## src/rtl/wrr_arbiter.sv

```systemverilog
// Weighted round-robin arbiter: registered one-hot grant held for up to
// weight beats, released early on last or request drop.
module wrr_arbiter #(
  parameter int N  = 4,
  parameter int WW = 4,
  parameter int IW = $clog2(N)
) (
  input  logic            clk,
  input  logic            rst,
  input  logic [N-1:0]    req,
  input  logic [N*WW-1:0] weight,
  input  logic            ack,
  input  logic            last,
  output logic [N-1:0]    gnt,
  output logic [IW-1:0]   gnt_id,
  output logic            gnt_valid
);

  typedef enum logic {IDLE, OWNED} state_e;

  state_e          state_q, state_d;
  logic [N-1:0]    gnt_q, gnt_d;
  logic [IW-1:0]   gnt_id_q, gnt_id_d;
  logic [IW-1:0]   ptr_q, ptr_d;
  logic [WW-1:0]   credit_q, credit_d;

  logic [WW-1:0]   weight_arr [N];
  logic            rel;
  logic            found;
  logic [IW-1:0]   win;
  logic [WW-1:0]   win_weight;
  logic [WW-1:0]   eff_weight;

  always_comb begin
    for (int unsigned i = 0; i < N; i++) begin
      weight_arr[i] = weight[i*WW +: WW];
    end
  end

  always_comb begin
    rel = (state_q == OWNED) &&
          (!req[gnt_id_q] || (ack && last) || (ack && credit_q == WW'(1)));
  end

  // Circular scan starting at ptr; wrap is explicit so non-power-of-two N works.
  always_comb begin : search
    logic [IW-1:0] idx;
    found = 1'b0;
    win   = '0;
    idx   = ptr_q;
    for (int unsigned k = 0; k < N; k++) begin
      if (!found && req[idx]) begin
        found = 1'b1;
        win   = idx;
      end
      idx = (idx == IW'(N-1)) ? '0 : idx + 1'b1;
    end
  end

  always_comb begin
    win_weight = weight_arr[win];
    eff_weight = (win_weight == '0) ? WW'(1) : win_weight;
  end

  always_comb begin
    state_d  = state_q;
    gnt_d    = gnt_q;
    gnt_id_d = gnt_id_q;
    ptr_d    = ptr_q;
    credit_d = credit_q;
    if (state_q == OWNED && !rel) begin
      if (ack) begin
        credit_d = credit_q - 1'b1;
      end
    end else if (found) begin
      state_d  = OWNED;
      gnt_d    = {{(N-1){1'b0}}, 1'b1} << win;
      gnt_id_d = win;
      credit_d = eff_weight;
      ptr_d    = (win == IW'(N-1)) ? '0 : win + 1'b1;
    end else begin
      state_d = IDLE;
      gnt_d   = '0;
    end
  end

  always_ff @(posedge clk) begin
    if (rst) begin
      state_q  <= IDLE;
      gnt_q    <= '0;
      gnt_id_q <= '0;
      ptr_q    <= '0;
      credit_q <= '0;
    end else begin
      state_q  <= state_d;
      gnt_q    <= gnt_d;
      gnt_id_q <= gnt_id_d;
      ptr_q    <= ptr_d;
      credit_q <= credit_d;
    end
  end

  assign gnt       = gnt_q;
  assign gnt_id    = gnt_id_q;
  assign gnt_valid = (state_q == OWNED);

endmodule

```

## config.mk

```make
export PLATFORM = sky130hd
export DESIGN_NAME = wrr_arbiter
export DESIGN_NICKNAME = d
export VERILOG_FILES = /design/src/rtl/wrr_arbiter.sv
export SDC_FILE = /design/constraint.sdc
export NUM_CORES = 1
export LEC_CHECK = 0
export ABC_AREA = 1
export BUFFER_PORTS_ARGS = -buffer_cell sky130_fd_sc_hd__buf_4
export CAP_MARGIN = 20
export CORE_ASPECT_RATIO = 1.25
export CORE_UTILIZATION = 47
export CTS_CLUSTER_SIZE = 28
export DETAILED_ROUTE_END_ITERATION = 10
export PLACE_DENSITY = 0.75
export SLEW_MARGIN = 20
export SYNTH_ARGS = -nofsm -noshare
export SYNTH_HDL_FRONTEND = slang
export SYNTH_SLANG_ARGS = --single-unit
```

## constraint.sdc

```tcl
create_clock -name clk -period 2.2 [get_ports clk]
set_clock_uncertainty 0.15 [all_clocks]
set_input_delay 0.22 -clock clk [delete_from_list [all_inputs] [get_ports clk]]
set_output_delay 0.22 -clock clk [all_outputs]
set_load 0.01 [all_outputs]
```

==> key figures, run 1 <==
Global routing
  • Initial antenna violation count: 0
  • Wire length of the first global-routing pass: a little over 5000 µm
  • Number of global-route vias before repair: 1310
  • Largest net degree at the start of global routing: 12
  • Remaining Overflow, GRT: 0
  • GRT Overall Usage: 0.252

Clock tree
  • TritonCTS clock tree: built
  • Max Buffers Root-to-Sink: 2
  • CTS root buf: clkbuf_4
  • Clock-pin slew on the worst setup and hold paths: 0.08 ns
  • CTS H-tree depth: 1
  • TritonCTS Sinks: 13
  • Clk_lat worst skew: 0.28 ns
  • Clock buffer count from CTS: 3
  • Hold_buf cts: 0

Worst setup path
  • Crit path DAT: 2.27 ns
  • Worst R2R Path Depth: 13
  • Critical path start-end classification: flip-flop to flip-flop
  • FF-to-FF setup slack: -0.04 ns
  • Reg2Reg Launch Point: ptr_q[0]$_SDFFE_PP0P_
  • Setup crit start: ptr_q[0]$_SDFFE_PP0P_
  • R2R Path End: credit_q[1]$_SDFFE_PP0P_
  • Worst-path fanout max: 8
  • Crit end category: flip-flop
  • Data required, critical path: 2.23 ns
  • Setup crit end: credit_q[1]$_SDFFE_PP0P_
  • Crit start category: flip-flop

Run
  • Max-cap violations: 0

Cells and area
  • Most frequent cells in the layout: 43 x buf_4, 39 x nand2_1, 27 x inv_1, 20 x nand3_1, 13 x a21oi_1
  • Filler Cell Count: 212
  • Proportion of layout cells with a drive suffix above 1: 0.384
  • Antenna diodes: 0
  • Commonest non-fill, non-tap cell in the layout: buf_4
  • Nets: 269
  • Area grow syn2layout: 43.6%
  • Finished Cell Area: 1740 µm²

Timing
  • Tmin final: 2.24 ns
  • Slew @ Worst Pin: 0.232 ns
  • Min Hold Slack: roughly 0.018 ns
  • Fin Setup TNS: -0.0470 ns
  • Fin worst setup slack: -0.0401 ns
  • RSZ-0062 raised after global routing: yes
  • Fin crit share: 1.02
  • # setup viols final: 2
  • Maximum clock frequency: 0.446 GHz
  • Final hold vios: 0
  • Max-slew headroom: 0.844
  • Max-slew violation count: 0

Floorplanning
  • Chip height: a little under 60 µm
  • Initial Utilization: 0.499
  • Die outline width: ~47 µm
  • Die area: 2790 µm²
  • FP Rows: 20
  • Boundary pin count: 31
  • Core ar.: about 2400 µm²

Power
  • Peak supply drop: roughly 1100 µV
  • P_leak: ~0.93 nW
  • P per Cell Area: 1850 nW/µm²

Yosys
  • Synth top area share: 0.215
  • Cells after synthesis: ~190
  • Ranking of synthesized cells by area: dfxtp_1 21%, nand2_1 15%, inv_1 9.6%, nand3_1 9.1%, nand3_2 8.3%
  • Synthesized cell area: 1210 µm²
  • Syn Area/Cell: 6.41 µm²
  • Top cell type by total area after synthesis: dfxtp_1
  • #FFs+latches synth: 13
  • Count of cell types in the netlist: 24
  • Net Count, Synth: 220
  • Synth warn: 0
  • Post-synthesis sequential area ratio: 0.215

Placed design
  • I/O Buffers: 30
  • Area after DPL: 1550 µm²
  • Routability cong.: 0.882
  • DPL Wire Length: ~2600 µm

Route
  • Via density: 5.10
  • Routed length per instance: 12.8 µm
  • DR pass1 iterations: 4
  • Detailed Route Iter0 Violations: 31
  • Final antenna-violating net count: 0
  • Detailed-route wire length: approximately 3500 µm
  • Via Count: 1377
  • Drt drc: 0

Worst hold path
  • Min-Delay Path Class: primary input to flip-flop
  • Origin of the worst min-delay path: rst

Outcome
  • Run status: finished with violations
  • Violated checks: negative setup slack
power breakdown:
part           internal (mW)  leakage [nW]  switching (mW)
registers              0.341         0.109          0.0680
clock network         0.0704        0.0150          0.0826
logic                   1.09         0.801            1.55
total                   1.51         0.925            1.71
timing repair:
action	CTS	global route
endpoints found under the hold margin	0	0
cloned	0	1
resized for setup	4	30
setup buffers	1	4
pin swaps	3	13
endpoints found under the setup margin	2	12
through the flow:
step | power, mW | util | setup slack [ns] | instances
3_5_place_dp | 2.59 | 0.639 | -0.0400 | 260
4_1_cts | 2.80 | 0.656 | 0.0151 | 265
3_3_place_gp | 2.52 | 0.639 | 0.0230 | 260
6_report | 3.21 | 0.716 | -0.0401 | 270
2_1_floorplan | 2.03 | - | 0.0413 | 189
5_1_grt | 3.52 | 0.716 | -0.141 | 270
worst max-delay path: stages, from the launching register on:
cell     delay, ns
dfxtp_4       0.37
ha_4          0.30
inv_4         0.05
nor2_2        0.17
nand2_2       0.10
nand2_2       0.12
nand4_4       0.15
buf_6         0.17
nand4_1       0.07
nand3_1       0.10
nand2_2       0.09
buf_4         0.11
nor2_2        0.03
o21a_1        0.16
area by class of cell:
cell class / instances / area [µm²] / share of cell area
Multi-Input combinational cell: 140 / 920 / 0.529
Timing Repair Buffer: 45 / 345 / 0.199
Sequential cell: 13 / 268 / 0.154
Inverter: 35 / 139 / 0.0799
Tap cell: 33 / 41.3 / 0.0237
Clock buffer: 4 / 26.3 / 0.0151
worst min path at each step:
| stage | slack [ns] | end | cells past startpoint |
|---|---|---|---|
| 2_1_floorplan | 0.34 | ptr_q[1]$_SDFFE_PP0P_ | 2 |
| 3_3_place_gp | 0.31 | gnt[3]$_SDFFE_PP0N_ | 2 |
| 3_5_place_dp | 0.31 | gnt[2]$_SDFFE_PP0N_ | 2 |
| 4_1_cts | 0.01 | ptr_q[0]$_SDFFE_PP0P_ | 2 |
| 5_1_grt | 0.02 | gnt[2]$_SDFFE_PP0N_ | 2 |
| 6_report | 0.02 | ptr_q[0]$_SDFFE_PP0P_ | 2 |
logic make-up after synthesis:
kind of cell | synth area share
AND/OR/NAND/NOR | 0.457
XOR/XNOR | 0.0145
AO/OA/AOI/OAI | 0.121
buffers and inverters | 0.121
adder cells (fa/ha/maj) | 0.0723
flip-flops | 0.215
metal layers:
layer | up-vias | track usage | part of all wire
li1 | 710 | - | -
met1 | 634 | 0.247 | 0.39
met2 | 23 | 0.483 | 0.56
met3 | 10 | 0.0368 | 0.016
met4 | 0 | 0.114 | 0.031
met5 | - | 0 | 0
cell usage after synthesis:
library cell / n
nand2_2: 1
nand2_1: 47
o21ai_1: 1
a211oi_1: 1
nand3_2: 10
xor2_1: 2
nor2_8: 1
buf_1: 1
buf_6: 1
ha_1: 7
nand4_1: 4
nand2_4: 3
nand3_1: 22
dfxtp_1: 13
nand4_4: 1
nor2_1: 13
inv_1: 31
a21oi_1: 13
inv_2: 3
nor2_4: 1
o21a_1: 2
o21ai_0: 9
clkinv_1: 1
o21ai_2: 1
sequential cells by signal, summed over array words and instances, names as in the netlist:
signal	cells
gnt_id	2
ptr_q	2
gnt_valid	1
gnt	4
credit_q	4
Note: power is estimated with default switching activity, not from simulation.
==> inputs of run 2 (changes only) <==
Settings changed: PLACE_DENSITY 0.75 to 0.79.
==> key figures, run 2 (same netlist as run 1, synthesis figures left out) <==
Placed design
  • Worst slack at placement: -0.0547 ns (was -0.0400 ns)
  • Dpl cells: 260 (unchanged)
  • DPL Wire Length: 2250 µm (was 2600 µm)
  • I/O Buffers: 30 (unchanged)
  • Routability cong.: 0.816 (was 0.882)

Floorplanning
  • Boundary pin count: 31 (unchanged)
  • FP Rows: 20 (unchanged)
  • Die area: 2790 µm² (unchanged)
  • Die outline width: 47.4 µm (unchanged)
  • Core ar.: 2430 µm² (unchanged)
  • Chip height: 58.8 µm (unchanged)
  • Initial Utilization: 0.499 (unchanged)

Worst setup path
  • Crit start category: flip-flop (unchanged)
  • Critical path start-end classification: flip-flop to flip-flop (unchanged)
  • Crit-path slowest cell: dfxtp_4 (unchanged)
  • Crit end category: flip-flop (unchanged)
  • Worst path bufs/invs: 2 (was 3)
  • Delay-heaviest family, CP: simple AND/OR/NAND/NOR gates (unchanged)
  • Critical Path Max Stage Delay: 0.36 ns (was 0.37 ns)
  • Crit-path cells: ha_4, nor2_4, nand2_2, nand3_4, nand2_4, nor2_8, nand3_4, inv_2, nand2_2, nand2_4, inv_4, ha_1, o21ai_1, a21oi_1 (was ha_4, inv_4, nor2_2, nand2_2, nand2_2, nand4_4, buf_6, nand4_1, nand3_1, nand2_2, buf_4, nor2_2, o21a_1)
  • Data required, critical path: 2.21 ns (was 2.23 ns)
  • Worst-path fanout max: 6 (was 8)
  • Crit path DAT: 2.21 ns (was 2.27 ns)

Route
  • Via density: 4.98 (was 5.10)
  • Detailed-route wire length: 3030 µm (was 3450 µm)
  • DR pass1 iterations: 4 (unchanged)
  • Via Count: 1326 (was 1377)
  • Final antenna-violating net count: 0 (unchanged)
  • Routed length per instance: 11.4 µm (was 12.8 µm)
  • Drt drc: 0 (unchanged)
  • Detailed Route Iter0 Violations: 31 (unchanged)

Timing
  • Max-slew violation count: 0 (unchanged)
  • Min Hold Slack: 0.0309 ns (was 0.0181 ns)
  • Fin Setup TNS: 0 ns (was -0.0470 ns)
  • Tmin final: 2.20 ns (was 2.24 ns)
  • Slew @ Worst Pin: 0.267 ns (was 0.232 ns)
  • RSZ-0062 raised after global routing: yes (unchanged)
  • Max-slew headroom: 0.822 (was 0.844)
  • Final hold vios: 0 (unchanged)
  • Fin worst setup slack: 0.00363 ns (was -0.0401 ns)
  • Maximum clock frequency: 0.455 GHz (was 0.446 GHz)
  • # setup viols final: 0 (was 2)
  • Fin crit share: 0.998 (was 1.02)

Clock tree
  • CTS H-tree depth: 1 (unchanged)
  • CTS root buf: clkbuf_4 (unchanged)
  • TritonCTS Sinks: 13 (unchanged)
  • Clock buffer count from CTS: 3 (unchanged)
  • Clk_lat worst skew: 0.28 ns (about the same)
  • TritonCTS clock tree: built (unchanged)
  • Clock-pin slew on the worst setup and hold paths: 0.07 ns (was 0.08 ns)
  • Max Buffers Root-to-Sink: 2 (unchanged)

Global routing
  • Largest net degree at the start of global routing: 12 (unchanged)
  • Remaining Overflow, GRT: 0 (unchanged)
  • GRT Overall Usage: 0.224 (was 0.252)
  • Number of global-route vias before repair: 1180 (was 1310)
  • Wire length of the first global-routing pass: 4670 µm (was 5120 µm)
  • Initial antenna violation count: 0 (unchanged)

Cells and area
  • Nets: 265 (was 269)
  • Area grow syn2layout: 42.6% (was 43.6%)
  • Antenna diodes: 0 (unchanged)
  • Proportion of layout cells with a drive suffix above 1: 0.403 (was 0.384)
  • Finished Layout Cells: 266 (was 270)
  • Most frequent cells in the layout: 40 x buf_4, 35 x nand2_1, 26 x inv_1, 18 x nand3_1, 13 x a21oi_1 (was 43 x buf_4, 39 x nand2_1, 27 x inv_1, 20 x nand3_1, 13 x a21oi_1)
  • Fin util: 0.711 (was 0.716)
  • Commonest non-fill, non-tap cell in the layout: buf_4 (unchanged)

Run
  • Max-cap violations: 0 (unchanged)

Power
  • P per Cell Area: 1790 nW/µm² (was 1850 nW/µm²)
  • Peak supply drop: 1300 µV (was 1140 µV)
  • P_leak: 0.900 nW (was 0.925 nW)

Outcome
  • Run status: finished, final reports clean (was finished with violations)

Worst hold path
  • Min-Delay Path Class: primary input to flip-flop (unchanged)
run 2: changes by cell type in the layout (fill, tap and decap cells not counted), moves of 3 or more:
cell,change
nand2_2,+5
nor2_2,-3
buf_4,-3
nand2_1,-4
run 2: report_power, final:
group          switching, mW  internal, mW  leakage, nW  total [mW]
Clock                 0.0757        0.0703       0.0150       0.146
Sequential            0.0603         0.339        0.109       0.399
Combinational           1.53          1.01        0.776        2.54
Total                   1.66          1.42        0.900        3.09
run 2: routing by layer:
layer | global-route usage | wire (µm)
met2 | 0.407 | 1640
met1 | 0.267 | 1290
met5 | 0 | 0
met4 | 0.0245 | 22
met3 | 0.0460 | 80
run 2: what timing repair did:
| action | CTS | global route |
|---|---|---|
| setup endpoints to repair | 2 | 10 |
| gates resized for setup | 3 | 40 |
| setup buffers | 0 | 2 |
| pin swaps | 1 | 10 |
| hold buffers | 0 | 0 |
run 2: layout make-up:
class	instances	area [µm²]
multi-input cells	139	932
fillers	231	701
repair buffers	42	323
flip-flops and latches	13	265
inverters	35	139
well taps	33	41.3
clock buffers	4	26.3
run 2: final timing paths:
check | startpoint | to | slack [ns] | depth (start not counted)
max | ptr_q[0]$_SDFFE_PP0P_ | ptr_q[1]$_SDFFE_PP0P_ | 0.004 | 14
min | rst | ptr_q[0]$_SDFFE_PP0P_ | 0.03 | 2
max reg2reg | ptr_q[0]$_SDFFE_PP0P_ | ptr_q[1]$_SDFFE_PP0P_ | 0.004 | 14
min reg2reg | gnt[0]$_SDFFE_PP0N_ | gnt[0]$_SDFFE_PP0N_ | 0.32 | 2
run 2: stage by stage:
step	power (mW)	area, µm²
final	3.09	1730
after floorplan	2.03	1220
after global routing	3.42	1730
after CTS	2.77	1590
after detailed placement	2.58	1550
after global placement	2.54	1550
==> inputs of run 3 (changes only) <==
Settings changed: CORE_ASPECT_RATIO 1.25 to 1.75, CORE_UTILIZATION 47 to 50, PLACE_DENSITY 0.79 to 0.8.
Clock period 2.2 ns to 2.55 ns, I/O delays scaled along.
==> key figures, run 3 (same netlist as run 1, synthesis figures left out) <==
Outcome
  • Run status: finished, final reports clean (unchanged)

Timing
  • Tmin final: 2.40 ns (was 2.20 ns)
  • Maximum clock frequency: 0.417 GHz (was 0.455 GHz)
  • Fin Setup TNS: 0 ns (unchanged)
  • Slew @ Worst Pin: 0.249 ns (was 0.267 ns)
  • Max-slew violation count: 0 (unchanged)
  • Fin crit share: 0.941 (was 0.998)
  • RSZ-0062 raised after global routing: no (was yes)
  • Final hold vios: 0 (unchanged)
  • Fin worst setup slack: 0.150 ns (was 0.00363 ns)
  • # setup viols final: 0 (unchanged)
  • Max-slew headroom: 0.834 (was 0.822)
  • Min Hold Slack: 0.0922 ns (was 0.0309 ns)

Placed design
  • DPL Wire Length: 2460 µm (was 2250 µm)
  • I/O Buffers: 30 (unchanged)
  • Worst slack at placement: 0.165 ns (was -0.0547 ns)
  • Routability cong.: 0.878 (was 0.816)

Clock tree
  • Max Buffers Root-to-Sink: 2 (unchanged)
  • Clock buffer count from CTS: 3 (unchanged)
  • Clock-pin slew on the worst setup and hold paths: 0.05 ns (was 0.07 ns)
  • CTS root buf: clkbuf_8 (was clkbuf_4)
  • Clk_lat worst skew: 0.25 ns (was 0.28 ns)
  • TritonCTS clock tree: built (unchanged)
  • TritonCTS Sinks: 13 (unchanged)
  • CTS H-tree depth: 1 (unchanged)

Floorplanning
  • FP Rows: 23 (was 20)
  • Die outline width: 39.2 µm (was 47.4 µm)
  • Die area: 2630 µm² (was 2790 µm²)
  • Boundary pin count: 31 (unchanged)
  • Core ar.: 2300 µm² (was 2430 µm²)
  • Initial Utilization: 0.526 (was 0.499)
  • Chip height: 67.1 µm (was 58.8 µm)

Route
  • Routed length per instance: 12.2 µm (was 11.4 µm)
  • Drt drc: 0 (unchanged)
  • Final antenna-violating net count: 0 (unchanged)
  • Via density: 5.45 (was 4.98)
  • DR pass1 iterations: 4 (unchanged)
  • Via Count: 1369 (was 1326)
  • Detailed Route Iter0 Violations: 41 (was 31)
  • Detailed-route wire length: 3060 µm (was 3030 µm)

Cells and area
  • Commonest non-fill, non-tap cell in the layout: nand2_1 (was buf_4)
  • Antenna diodes: 0 (unchanged)
  • Filler Cell Count: 221 (was 231)
  • Fin util: 0.678 (was 0.711)
  • Area grow syn2layout: 28.8% (was 42.6%)
  • Proportion of layout cells with a drive suffix above 1: 0.283 (was 0.403)
  • Nets: 258 (was 265)
  • Most frequent cells in the layout: 46 x nand2_1, 34 x buf_4, 29 x inv_1, 22 x nand3_1 (was 40 x buf_4, 35 x nand2_1, 26 x inv_1, 18 x nand3_1, 13 x a21oi_1)

Worst setup path
  • Crit-path slowest cell: dfxtp_1 (was dfxtp_4)
  • Critical Path Max Stage Delay: 0.35 ns (was 0.36 ns)
  • Setup crit start: ptr_q[1]$_SDFFE_PP0P_ (was ptr_q[0]$_SDFFE_PP0P_)
  • Crit-path cells: ha_2, inv_1, nand2_4, nand2_1, nand3_2, nand2_4, nor2_8, nand4_4, nand3_4, buf_4, ha_1, o21ai_0, a21oi_1 (was ha_4, nor2_4, nand2_2, nand3_4, nand2_4, nor2_8, nand3_4, inv_2, nand2_2, nand2_4, inv_4, ha_1, o21ai_1, a21oi_1)
  • Reg2Reg Launch Point: ptr_q[1]$_SDFFE_PP0P_ (was ptr_q[0]$_SDFFE_PP0P_)
  • Delay-heaviest family, CP: simple AND/OR/NAND/NOR gates (unchanged)
  • Worst-path fanout max: 10 (was 6)
  • Data required, critical path: 2.53 ns (was 2.21 ns)
  • Critical path start-end classification: flip-flop to flip-flop (unchanged)
  • Crit path DAT: 2.38 ns (was 2.21 ns)
  • Crit-path most repeated cell: nand2_4
  • Worst path bufs/invs: 2 (unchanged)
  • FF-to-FF setup slack: 0.15 ns (was 0.004 ns)
  • Crit start category: flip-flop (unchanged)
  • Crit end category: flip-flop (unchanged)

Global routing
  • Initial antenna violation count: 0 (unchanged)
  • GRT Overall Usage: 0.253 (was 0.224)
  • Remaining Overflow, GRT: 0 (unchanged)
  • Wire length of the first global-routing pass: 4820 µm (was 4670 µm)
  • Largest net degree at the start of global routing: 13 (was 12)
  • Number of global-route vias before repair: 1266 (was 1180)

Power
  • Total power: 2.43 mW (was 3.09 mW)
  • Peak supply drop: 921 µV (was 1300 µV)
  • P_leak: 0.852 nW (was 0.900 nW)
  • P per Cell Area: 1550 nW/µm² (was 1790 nW/µm²)

Run
  • Max-cap violations: 0 (unchanged)

Worst hold path
  • Min-Delay Path Class: primary input to flip-flop (unchanged)
  • Origin of the worst min-delay path: rst (unchanged)
[run 3: changes by cell type in the layout (fill, tap and decap cells not counted), sizes merged]
| cell | delta |
|---|---|
| buf | -8 |
| clkinv | +1 |
| nand3 | +1 |
| inv | -1 |
[run 3: per-layer routing]
layer  track usage  up-vias  part of all wire
met5             0        -                 0
met3        0.0333       12             0.037
met4         0.108        0             0.030
met1         0.241      627              0.37
li1              -      684                 -
met2         0.494       46              0.57
[run 3: worst register-to-register path, stage by stage (launching register included)]
cell	delay [ns]
dfxtp_1	0.35
ha_2	0.22
inv_1	0.08
nand2_4	0.11
nand2_1	0.09
nand3_2	0.11
nand2_4	0.08
nor2_8	0.14
nand4_4	0.20
nand3_4	0.18
buf_4	0.15
ha_1	0.22
o21ai_0	0.17
a21oi_1	0.05
[run 3: power by group]
| part | switching, mW | internal, mW |
|---|---|---|
| Clock | 0.0740 | 0.111 |
| Combinational | 1.21 | 0.691 |
| Sequential | 0.0474 | 0.288 |
| Total | 1.34 | 1.09 |
[run 3: repair_timing]
item,CTS,global route
hold buffers,0,0
gates resized for setup,0,7
setup endpoints to repair,0,3
buffers inserted,0,1
[run 3: per-stage QoR]
step | cell area, µm² | std cells
finish | 1560 | 251
global route | 1560 | 251
CTS | 1520 | 249
detailed placement | 1480 | 245
global placement | 1480 | 245
floorplan | 1210 | 189
[run 3: worst paths after layout]
path,endpoint,depth (start not counted)
worst max-delay path,ptr_q[1]$_SDFFE_PP0P_,13
worst min-delay path,gnt[1]$_SDFFE_PP0N_,2
worst max register to register,ptr_q[1]$_SDFFE_PP0P_,13
worst min register to register,gnt[3]$_SDFFE_PP0N_,2
[run 3: cell type report]
class,instances,area (µm²),area share
multi-input cells,140,837,0.536
inverters,35,131,0.0842
flip-flops and latches,13,260,0.167
repair buffers,34,255,0.164
clock buffers,4,45.0,0.0289
well taps,25,31.3,0.0200
